===== config.mk =====
export PLATFORM = sky130hd
export DESIGN_NAME = pipe_stage_reg_flat
export DESIGN_NICKNAME = d
export VERILOG_FILES = /design/src/rtl/pipe_stage_reg_if.sv /design/src/rtl/pipe_stage_reg.sv /design/src/flat_wrapper.sv
export SDC_FILE = /design/constraint.sdc
export NUM_CORES = 1
export LEC_CHECK = 0
export CORE_UTILIZATION = 50
export DETAILED_ROUTE_END_ITERATION = 7
export HOLD_SLACK_MARGIN = 0.05
export PLACE_DENSITY = 0.9
export SYNTH_ARGS = -nofsm -noshare
export SYNTH_HDL_FRONTEND = slang
export SYNTH_SLANG_ARGS = --single-unit

===== constraint.sdc =====
create_clock -name clk -period 5.81 [get_ports clk]
set_clock_uncertainty 0.1 [all_clocks]
set_input_delay 1.162 -clock clk [delete_from_list [all_inputs] [get_ports clk]]
set_output_delay 1.162 -clock clk [all_outputs]
set_load 0.02 [all_outputs]

===== src/rtl/pipe_stage_reg_if.sv =====
// Handshake and payload bundle between an upstream stage, this stage register and the downstream stage.
// master drives upstream data/flush and downstream ready; slave is the stage register itself.
interface pipe_stage_reg_if #(
    parameter int DATA_W = 32,
    parameter int CTRL_W = 4
);
    logic              in_valid;
    logic              in_ready;
    logic [DATA_W-1:0] in_data;
    logic [CTRL_W-1:0] in_ctrl;
    logic              flush;
    logic              out_valid;
    logic              out_ready;
    logic [DATA_W-1:0] out_data;
    logic [CTRL_W-1:0] out_ctrl;

    modport master (
        output in_valid, in_data, in_ctrl, flush, out_ready,
        input  in_ready, out_valid, out_data, out_ctrl
    );

    modport slave (
        input  in_valid, in_data, in_ctrl, flush, out_ready,
        output in_ready, out_valid, out_data, out_ctrl
    );
endinterface


===== src/rtl/pipe_stage_reg.sv =====
// Pipeline stage register: payload + control with valid/ready, flush and bubble zeroing; 1-cycle latency.
// Backpressure: SKID=1 holds up to two items behind a registered in_ready, SKID=0 passes out_ready through.
// Optional PIPE_STAGE_PERF_CNT_EN adds saturating stall/bubble/flush counters.
module pipe_stage_reg #(
    parameter int DATA_W = 32,
    parameter int CTRL_W = 4,
    parameter int SKID   = 1
) (
    input  logic                 clk,
    input  logic                 rst,
    pipe_stage_reg_if.slave      bus
`ifdef PIPE_STAGE_PERF_CNT_EN
    ,
    output logic [15:0]          stall_cnt,
    output logic [15:0]          bubble_cnt,
    output logic [7:0]           flush_cnt
`endif
);

    typedef enum logic [1:0] {
        ST_EMPTY = 2'd0,
        ST_ONE   = 2'd1,
        ST_TWO   = 2'd2
    } state_t;

    generate
        if (SKID != 0) begin : g_skid
            state_t            r_state;
            state_t            w_state_nxt;
            logic              r_in_ready;
            logic [DATA_W-1:0] r_main_data;
            logic [CTRL_W-1:0] r_main_ctrl;
            logic [DATA_W-1:0] r_skid_data;
            logic [CTRL_W-1:0] r_skid_ctrl;
            logic              w_accept;
            logic              w_emit;
            logic              w_ld_main_in;
            logic              w_ld_main_skid;
            logic              w_ld_skid;
            logic              w_clr_main;

            assign w_accept = bus.in_valid & r_in_ready & ~bus.flush;
            assign w_emit   = (r_state != ST_EMPTY) & bus.out_ready;

            always_comb begin
                w_state_nxt    = r_state;
                w_ld_main_in   = 1'b0;
                w_ld_main_skid = 1'b0;
                w_ld_skid      = 1'b0;
                w_clr_main     = 1'b0;
                if (bus.flush) begin
                    w_state_nxt = ST_EMPTY;
                    w_clr_main  = 1'b1;
                end else begin
                    case (r_state)
                        ST_EMPTY: begin
                            if (w_accept) begin
                                w_state_nxt  = ST_ONE;
                                w_ld_main_in = 1'b1;
                            end
                        end
                        ST_ONE: begin
                            if (w_accept && w_emit) begin
                                w_ld_main_in = 1'b1;
                            end else if (w_accept) begin
                                w_state_nxt = ST_TWO;
                                w_ld_skid   = 1'b1;
                            end else if (w_emit) begin
                                w_state_nxt = ST_EMPTY;
                                w_clr_main  = 1'b1;
                            end
                        end
                        ST_TWO: begin
                            // in_ready is low here, so only the drain move is possible
                            if (w_emit) begin
                                w_state_nxt    = ST_ONE;
                                w_ld_main_skid = 1'b1;
                            end
                        end
                        default: w_state_nxt = ST_EMPTY;
                    endcase
                end
            end

            always_ff @(posedge clk or negedge rst) begin
                if (!rst) begin
                    r_state    <= ST_EMPTY;
                    r_in_ready <= 1'b1;
                end else begin
                    r_state    <= w_state_nxt;
                    r_in_ready <= (w_state_nxt != ST_TWO);
                end
            end

            always_ff @(posedge clk or negedge rst) begin
                if (!rst) begin
                    r_main_data <= '0;
                    r_main_ctrl <= '0;
                    r_skid_data <= '0;
                    r_skid_ctrl <= '0;
                end else begin
                    if (w_ld_main_in) begin
                        r_main_data <= bus.in_data;
                        r_main_ctrl <= bus.in_ctrl;
                    end else if (w_ld_main_skid) begin
                        r_main_data <= r_skid_data;
                        r_main_ctrl <= r_skid_ctrl;
                    end else if (w_clr_main) begin
                        r_main_ctrl <= '0;
                    end
                    if (w_ld_skid) begin
                        r_skid_data <= bus.in_data;
                        r_skid_ctrl <= bus.in_ctrl;
                    end else if (bus.flush) begin
                        r_skid_data <= '0;
                        r_skid_ctrl <= '0;
                    end
                end
            end

            assign bus.in_ready  = r_in_ready;
            assign bus.out_valid = (r_state != ST_EMPTY);
            assign bus.out_data  = r_main_data;
            assign bus.out_ctrl  = r_main_ctrl;
        end else begin : g_noskid
            logic              r_valid;
            logic [DATA_W-1:0] r_data;
            logic [CTRL_W-1:0] r_ctrl;
            logic              w_in_ready;
            logic              w_accept;
            logic              w_emit;

            assign w_in_ready = ~r_valid | bus.out_ready;
            assign w_accept   = bus.in_valid & w_in_ready & ~bus.flush;
            assign w_emit     = r_valid & bus.out_ready;

            always_ff @(posedge clk or negedge rst) begin
                if (!rst) begin
                    r_valid <= 1'b0;
                    r_data  <= '0;
                    r_ctrl  <= '0;
                end else if (bus.flush) begin
                    r_valid <= 1'b0;
                    r_ctrl  <= '0;
                end else if (w_accept) begin
                    r_valid <= 1'b1;
                    r_data  <= bus.in_data;
                    r_ctrl  <= bus.in_ctrl;
                end else if (w_emit) begin
                    r_valid <= 1'b0;
                    r_ctrl  <= '0;
                end
            end

            assign bus.in_ready  = w_in_ready;
            assign bus.out_valid = r_valid;
            assign bus.out_data  = r_data;
            assign bus.out_ctrl  = r_ctrl;
        end
    endgenerate

`ifdef PIPE_STAGE_PERF_CNT_EN
    // Counters saturate and survive flush; only reset clears them.
    always_ff @(posedge clk or negedge rst) begin
        if (!rst) begin
            stall_cnt  <= '0;
            bubble_cnt <= '0;
            flush_cnt  <= '0;
        end else begin
            if (bus.out_valid && !bus.out_ready && (stall_cnt != 16'hFFFF))
                stall_cnt <= stall_cnt + 16'd1;
            if (!bus.out_valid && (bubble_cnt != 16'hFFFF))
                bubble_cnt <= bubble_cnt + 16'd1;
            if (bus.flush && (flush_cnt != 8'hFF))
                flush_cnt <= flush_cnt + 8'd1;
        end
    end
`endif

endmodule


===== src/flat_wrapper.sv =====
// flat-port wrapper written by rule: the top's interface ports become plain ports
module pipe_stage_reg_flat 
#(
    parameter int DATA_W = 32,
    parameter int CTRL_W = 4,
    parameter int SKID   = 1
)
  (clk, rst, bus_in_valid, bus_in_data, bus_in_ctrl, bus_flush, bus_out_ready, bus_in_ready, bus_out_valid, bus_out_data, bus_out_ctrl);
  pipe_stage_reg_if #(.DATA_W(DATA_W), .CTRL_W(CTRL_W)) bus_i ();
  input  logic clk;
  input  logic rst;
  input wire logic [$bits(bus_i.in_valid)-1:0] bus_in_valid;
  input wire logic [$bits(bus_i.in_data)-1:0] bus_in_data;
  input wire logic [$bits(bus_i.in_ctrl)-1:0] bus_in_ctrl;
  input wire logic [$bits(bus_i.flush)-1:0] bus_flush;
  input wire logic [$bits(bus_i.out_ready)-1:0] bus_out_ready;
  output wire logic [$bits(bus_i.in_ready)-1:0] bus_in_ready;
  output wire logic [$bits(bus_i.out_valid)-1:0] bus_out_valid;
  output wire logic [$bits(bus_i.out_data)-1:0] bus_out_data;
  output wire logic [$bits(bus_i.out_ctrl)-1:0] bus_out_ctrl;
  assign bus_i.in_valid = bus_in_valid;
  assign bus_i.in_data = bus_in_data;
  assign bus_i.in_ctrl = bus_in_ctrl;
  assign bus_i.flush = bus_flush;
  assign bus_i.out_ready = bus_out_ready;
  assign bus_in_ready = bus_i.in_ready;
  assign bus_out_valid = bus_i.out_valid;
  assign bus_out_data = bus_i.out_data;
  assign bus_out_ctrl = bus_i.out_ctrl;
  pipe_stage_reg #(.DATA_W(DATA_W), .CTRL_W(CTRL_W), .SKID(SKID)) u_core (.clk(clk), .rst(rst), .bus(bus_i));
endmodule

=== Word-level counts from Yosys, hierarchy flattened ===
Index checks and enable logic that the tools add are counted.

* Bits in registers: 75
* Input bits: 41
* Output and inout bits: 38
* Word-level logic and storage cells: 49

* Equal/unequal tests: 3
* Mux-type cells: 30
* Bitwise gates (word level): 4
* Reduce and logical (&&, ||, !) cells: 6

{| class="wikitable"
|+ Operators by type and width
! operator !! count
|-
| $mux W32 || 4
|-
| $mux W4 || 5
|-
| $mux W1 || 13
|-
| $mux W2 || 6
|-
| $pmux W2 S3 || 1
|-
| $reduce_bool A2 Y1 || 3
|-
| $and A1 B1 Y1 || 3
|-
| $reduce_bool A3 Y1 || 1
|-
| $eq A2 B1 Y1 const B || 1
|-
| $eq A2 B2 Y1 const B || 1
|-
| $logic_not A2 Y1 || 1
|-
| $ne A2 B2 Y1 const B || 1
|-
| $pmux W1 S2 || 1
|-
| $logic_and A1 B1 Y1 || 1
|-
| $not A1 Y1 || 1
|}

=== Logic depth before layout (Yosys ltp) ===
Gate-level depths: netlist of run 1.

* Depth in word-level cells: 10
* Depth in mapped cells: 6
* Mapped depth without buffers: 4

=== Least setup slack after synthesis of run 1 ===
OpenSTA, ideal clock, no wires.

* Path type: input -> register
* Start point: input bus_out_ready
* End point: register u_core.g_skid.r_main_ctrl[0], in the netlist u_core.bus.out_ctrl[0]
* Library setup time: 121 ps
* Data arrival time: 2347 ps
* Required time: 5589 ps
* Setup slack: 3242 ps
* Cell stages on the path: 5
* Path buffers: 1
* Cell sequence: nand2b_2 or4b_1 buf_4 mux2_4 a22o_1

* Cells in the longest elaborated chain, start to end: 7
* Elaborated cells on any way between the ends: 15
* Classes of those cells: mux (12); bitwise (1); reduce/logical (2)

{| class="wikitable"
|+ RTL lines
! item !! line !! source
|-
| start, declared || flat_wrapper.sv:16 || <nowiki>input wire logic [$bits(bus_i.out_ready)-1:0] bus_out_ready;</nowiki>
|-
| $and A1 B1 Y1 (*) || pipe_stage_reg.sv:43 || <nowiki>assign w_emit = (r_state != ST_EMPTY) & bus.out_ready;</nowiki>
|-
| $mux W1 || pipe_stage_reg.sv:68, pipe_stage_reg.sv:75 ||
|-
| $mux W1 || pipe_stage_reg.sv:65 || <nowiki>end else if (w_accept) begin</nowiki>
|-
| $mux W1 || pipe_stage_reg.sv:63 || <nowiki>if (w_accept && w_emit) begin</nowiki>
|-
| $mux W1 || pipe_stage_reg.sv:55 || <nowiki>case (r_state)</nowiki>
|-
| $mux W1 || pipe_stage_reg.sv:51 || <nowiki>if (bus.flush) begin</nowiki>
|-
| $reduce_bool A3 Y1 (no line) || n/a ||
|-
| end signal, assigned || pipe_stage_reg.sv:104 || <nowiki>r_main_ctrl <= bus.in_ctrl;</nowiki>
|-
| end signal, assigned || pipe_stage_reg.sv:107 || <nowiki>r_main_ctrl <= r_skid_ctrl;</nowiki>
|-
| end, declared || pipe_stage_reg.sv:32 || <nowiki>logic [CTRL_W-1:0] r_main_ctrl;</nowiki>
|}

Mark *: on every way between the ends. The rest lies on a longest branch, timed or not.
A chain may end at the register's enable or synchronous reset.

=== Worst setup path in the final report of run 1 ===
* Start point: input bus_out_ready
* End point: register u_core.g_skid.r_skid_data[15]

* Cells in the longest elaborated chain, start to end: 6
* Elaborated cells on any way between the ends: 7
* Classes of those cells: mux (4); bitwise (1); reduce/logical (2)

{| class="wikitable"
|+ RTL lines
! item !! line !! source
|-
| $and A1 B1 Y1 (*) || pipe_stage_reg.sv:43 ||
|-
| $logic_and A1 B1 Y1 (*) || pipe_stage_reg.sv:63 ||
|-
| $mux W1 (*) || pipe_stage_reg.sv:63 ||
|-
| $mux W1 (*) || pipe_stage_reg.sv:55 ||
|-
| $mux W1 (*) || pipe_stage_reg.sv:51 ||
|-
| $mux W32 / $reduce_bool A2 Y1 (equally long branches) || n/a ||
|-
| end signal, assigned || pipe_stage_reg.sv:112 || <nowiki>r_skid_data <= bus.in_data;</nowiki>
|-
| end, declared || pipe_stage_reg.sv:33 || <nowiki>logic [DATA_W-1:0] r_skid_data;</nowiki>
|}

Marked as above.

==> run metrics, run 1 <==
Core Util, Final=0.679; DR vias=2530; Clock Root Buffer=clkbuf_8; Antenna Diode Count=0; Post-synth EDFFs=0; Netlist cell types=26; PortBufs=78; Mapped Cells=332; Hold Buf Count CTS=0; commonest non-fill, non-tap cell in the layout=clkdlybuf4s50_1; Hold Crit Class=flop to flop; CTS max path bufs=2; DRC viols=14; Post-CTS Setup Inserts=0; antenna-violating nets left=0; CP Capture Type=flop; Post-Route Setup TNS=0 ns; Final Hold Vio Count=0; Slew Limit Fails=0; GRT Util Overall=0.215; Synth Warn #=0; post-cts gate resize count=0; Congestion Overflow GR=0; max frequency=295 MHz; Max Cap Viol=0; vias in the first global route=2410; Async S/R FF share, synth=1.00; Clk pin slew, worst setup/hold paths=0.07 ns; clk sinks=75; drt total wl=7080 um; Hold WS=0.414 ns; post-DP HPWL=4700 um; DRT Pass-1 Iters=6; violated checks=DRC; fill count=489; gpl congestion=0.730; post-synth net total=373; period utilisation layout=0.584; initial DRC count=176; first-pass GRT wire length=11800 um; largest net degree at the start of global routing=76; placed inst area=4180 sq um; Clk Latency, worst-skew pair=0.34 ns; mean post-synth cell area=10.1 sq um; CTS tree=built; Area Growth Syn to Fin=30.2%; Worst Slack Setup Final=2.42 ns; vias per std cell=5.23; WS Path Type=input port to flop; IO Count=79; Initial Utilization=0.522; Core Rows=29; share of post-route cells with drive strength above 1=0.0762; Final setup viols=0; fin area=4360 sq um; Arrival @ worst endpoint=3.50 ns; DIE WIDTH=83.8 um; Slew @ Worst Pin=1.08 ns; CP Launch Type=input port; initial antenna violation count=0; Max transition margin=0.277; core footprint=6420 sq um; CP Max Fanout=46; CTS HTree Levels=3; Max IR drop VDD=0.182 mV; Avg WL per Cell=14.6 um; PwrDens=289 nW/um^2; RSZ-0062 raised after global routing=no; Critical Path RT=5.91 ns; status=finished, violations left; Post-Place Setup Slack=2.03 ns; Netlist Area Pre-Place=3350 sq um; Tmin final=3.39 ns; Top FF cell, synth=dfrtp_1; post-synthesis sequential area ratio=0.561; Leak Pwr=0.00196 uW; cts bufs inserted=9; commonest cells after routing, fill and taps aside=clkdlybuf4s50_1 (77), dfrtp_1 (74), nand2_1 (37), nand2b_1 (37); FF+latch count, synth=75; die height=83.8 um; full die area=7030 sq um; NumNets Final=443
[final cells by class]
cell class,count,area [sq um],area share
Multi-Input combinational cell,233,1400,0.320
Clock inverter,6,41.3,0.00947
Timing Repair Buffer,82,808,0.185
Clock buffer,10,138,0.0316
Tap cell,77,96.3,0.0221
Sequential cell,75,1880,0.431
Inverter,1,3.75,0.000861
[flip-flops by register name (all words and copies together) (netlist names)]
signal and flops:
u_core.g_skid.r_state 2, u_core.g_skid.r_skid_data 32, u_core.bus.in_ready 1, u_core.bus.out_data 32, u_core.g_skid.r_skid_ctrl 4, u_core.bus.out_ctrl 4
[worst max-delay path, cell delays in order]
cell and delay [ns]:
clkdlybuf4s50_1 0.50, nand2b_2 0.26, nor4_4 0.89, buf_4 0.50
o21ai_0 0.16
[cell usage after synthesis, drive strengths merged, types with 2 or more instances]
cell type	number	area share
a22o	3	0.0078
o21ai	36	0.054
nor2	36	0.040
buf	5	0.0082
a21oi	34	0.051
a31oi	2	0.0037
nand2b	38	0.072
nand2	37	0.041
mux2	3	0.013
nor3b	2	0.0045
clkbuf	18	0.020
dfrtp	74	0.55
mux2i	32	0.096
or2	2	0.0037
[cell families after synthesis]
| group | synth area share |
|---|---|
| and+or+nand+nor | 0.177 |
| AOI/OAI and AO/OA | 0.121 |
| buffers and inverters | 0.0295 |
| DFF | 0.561 |
| muxes | 0.109 |
| xor gates and xnor gates | 0.00262 |
[per-stage QoR]
step,instances,power (uW)
2_1_floorplan,332,756
3_3_place_gp,468,905
3_5_place_dp,468,913
4_1_cts,484,1270
5_1_grt,484,1320
6_report,484,1260
[layer usage]
metal / wire length, um / share of wire / track usage
met4: 134 / 0.019 / 0.0846
met2: 3450 / 0.49 / 0.339
met3: 321 / 0.045 / 0.0564
met5: 0 / 0 / 0
met1: 3170 / 0.45 / 0.284
[power breakdown]
part | internal, uW | total, uW | switching, uW | leakage (uW)
combinational | 146 | 297 | 151 | 0.000903
sequential | 574 | 605 | 30.7 | 0.000969
clock | 166 | 360 | 195 | 0.0000843
total | 886 | 1260 | 376 | 0.00196
[worst paths after layout]
check	from	endpoint	slack (ns)	cells after the start
worst max-delay path	bus_out_ready	u_core.g_skid.r_skid_data[15]	2.42	5
worst min-delay path	u_core.bus.out_ctrl[0]	u_core.bus.out_ctrl[0]	0.41	1
worst max register to register	u_core.g_skid.r_state[0]	u_core.g_skid.r_skid_data[15]	3.37	4
worst min register to register	u_core.bus.out_ctrl[0]	u_core.bus.out_ctrl[0]	0.41	1
max in group asynchronous	rst	u_core.bus.out_data[22]	4.17	1
min in group asynchronous	rst	u_core.bus.out_data[25]	0.83	1
(Power assumes the default switching activity.)
==> run 2: changes to the inputs <==
==> constraint.sdc (replaced) <==
create_clock -name clk -period 3.2 [get_ports clk]
set_clock_uncertainty 0.1 [all_clocks]
set_input_delay 0.64 -clock clk [delete_from_list [all_inputs] [get_ports clk]]
set_output_delay 0.64 -clock clk [all_outputs]
set_load 0.02 [all_outputs]
==> run metrics, run 2 (synthesis gave the netlist of run 1 again) <==
period utilisation layout=0.812; DRC viols=14 (unchanged); Max IR drop VDD=0.305 mV (was 0.182 mV); Cell Count, Final, Fillers Out=488 (was 484); Slew @ Worst Pin=0.937 ns (was 1.08 ns); violated checks=DRC (unchanged); Clock Root Buffer=clkbuf_8 (unchanged); vias per std cell=5.30 (was 5.23); DIE WIDTH=83.8 um (unchanged); worst reg2reg path endpoint=u_core.bus.out_data[20] (was u_core.g_skid.r_skid_data[15]); largest net degree at the start of global routing=76 (unchanged); Clk Latency, worst-skew pair=0.33 ns (was 0.34 ns); Total Power=2350 uW (was 1260 uW); GRT Util Overall=0.226 (was 0.215); vias in the first global route=2655 (was 2410); Clk pin slew, worst setup/hold paths=0.08 ns (was 0.07 ns); share of post-route cells with drive strength above 1=0.0852 (was 0.0762); PortBufs=78 (unchanged); NumNets Final=447 (was 443); antenna-violating nets left=0 (unchanged); Final Hold Vio Count=0 (unchanged); Leak Pwr=0.00199 uW (was 0.00196 uW); PwrDens=532 nW/um^2 (was 289 nW/um^2); commonest non-fill, non-tap cell in the layout=clkdlybuf4s50_1 (unchanged); worst setup path startpoint=bus_out_ready (unchanged); CP Max Fanout=15 (was 46); drt total wl=7410 um (was 7080 um); DR vias=2587 (was 2530); Hold Buf Count CTS=0 (unchanged); clk sinks=75 (unchanged); Int Pwr=1660 uW (was 886 uW); Congestion Overflow GR=0 (unchanged); Sw Share=0.293 (was 0.298); Area Growth Syn to Fin=31.6% (was 30.2%); initial antenna violation count=0 (unchanged); Critical Path RT=3.30 ns (was 5.91 ns); Hold Crit Class=input port to async pin (was flop to flop); Post-CTS Setup Inserts=0 (unchanged); Final setup viols=0 (unchanged); Clk pwr share=0.297 (was 0.286); combinational fraction of design power=0.234 (was 0.235); IO Count=79 (unchanged); fill count=473 (was 489); Slew Limit Fails=0 (unchanged); Initial Utilization=0.522 (unchanged); cts bufs inserted=9 (unchanged); post-cts gate resize count=0 (unchanged); Max transition margin=0.375 (was 0.277); max frequency=385 MHz; placed inst area=4210 sq um (was 4180 sq um); CTS tree=built (unchanged); r2r setup slk=0.96 ns (was 3.37 ns); Arrival @ worst endpoint=2.70 ns (was 3.50 ns); die height=83.8 um (unchanged); initial DRC count=178 (was 176); fin area=4410 sq um (was 4360 sq um); WS Path Type=input port to flop (unchanged); core footprint=6420 sq um (unchanged); Psw=687 uW (was 376 uW); RSZ-0062 raised after global routing=no (unchanged); post-DP HPWL=4910 um (was 4700 um); status=finished, violations left (unchanged); Core Rows=29 (unchanged); Tmin final=2.60 ns; Max Cap Viol=0 (unchanged); gpl congestion=0.808 (was 0.730); R2R cell count=5 (was 4); first-pass GRT wire length=12600 um (was 11800 um); FF-to-FF Start=u_core.bus.in_ready (was u_core.g_skid.r_state[0]); Post-Place Setup Slack=0.282 ns (was 2.03 ns); CP Launch Type=input port (unchanged); Post-Route Setup TNS=0 ns (unchanged); Seq pwr share=0.470 (was 0.479); Avg WL per Cell=15.2 um (was 14.6 um); placed cell count=472 (was 468); commonest cells after routing, fill and taps aside=clkdlybuf4s50_1 (77), dfrtp_1 (74), nand2_1 (37), nand2b_1 (37) (unchanged); DRT Pass-1 Iters=6 (unchanged); full die area=7030 sq um (unchanged); CP Capture Type=flop (unchanged); Worst Slack Setup Final=0.602 ns (was 2.42 ns); CTS HTree Levels=3 (unchanged); Antenna Diode Count=0 (unchanged); CTS max path bufs=2 (unchanged)
run 2: cell types whose count changed in the layout (fill, tap and decap cells not counted), sizes merged:
cell | previous run | this run
buf | 5 | 9
clkbuf | 10 | 12
clkinv | 3 | 1
clkinvlp | 3 | 1
inv | 1 | 3
run 2: worst max-delay path by stage:
| stage | endpoint | cells past startpoint | slack [ns] |
|---|---|---|---|
| final | u_core.bus.out_data[20] | 6 | 0.60 |
| after global routing | u_core.bus.out_data[7] | 6 | 0.52 |
| after CTS | u_core.bus.out_data[20] | 6 | 0.63 |
| after detailed placement | u_core.bus.out_data[20] | 6 | 0.28 |
| after global placement | u_core.bus.out_data[18] | 6 | 0.33 |
| after floorplan | u_core.bus.out_ctrl[0] | 5 | 1.15 |
run 2: area by class of cell:
type	count	area [sq um]	share of cell area
Multi-Input combinational cell	233	1400	0.317
Clock inverter	4	30.0	0.00681
Inverter	1	3.75	0.000852
Sequential cell	75	1880	0.426
Clock buffer	12	165	0.0375
Timing Repair Buffer	86	838	0.190
Tap cell	77	96.3	0.0219
run 2: power by group through the flow:
stage / clock, uW / combinational [uW] / sequential, uW
2_1_floorplan: 0 / 162 / 1210
3_3_place_gp: 0 / 536 / 1120
3_5_place_dp: 0 / 550 / 1120
4_1_cts: 704 / 553 / 1100
5_1_grt: 753 / 587 / 1110
6_report: 696 / 549 / 1100
run 2: worst max-delay path, stage by stage:
cell,delay (ns)
clkdlybuf4s50_1,0.56
nand2b_2,0.20
or4b_2,0.71
buf_4,0.28
mux2i_1,0.20
a21oi_1,0.09
run 2: layer usage:
metal | vias to the layer above | share of wire | GRT usage
li1 | 1263 | - | -
met1 | 1256 | 0.45 | 0.300
met2 | 62 | 0.50 | 0.370
met3 | 6 | 0.044 | 0.0524
met4 | 0 | 0.012 | 0.0690
met5 | - | 0 | 0
run 2: per-stage QoR:
| step | hold slack (ns) | utilization |
|---|---|---|
| 6_report | 0.328 | 0.686 |
| 5_1_grt | 0.393 | 0.686 |
| 4_1_cts | 0.367 | 0.686 |
| 3_5_place_dp | 0.398 | 0.656 |
| 3_3_place_gp | 0.395 | 0.656 |
| 2_1_floorplan | 0.244 | - |
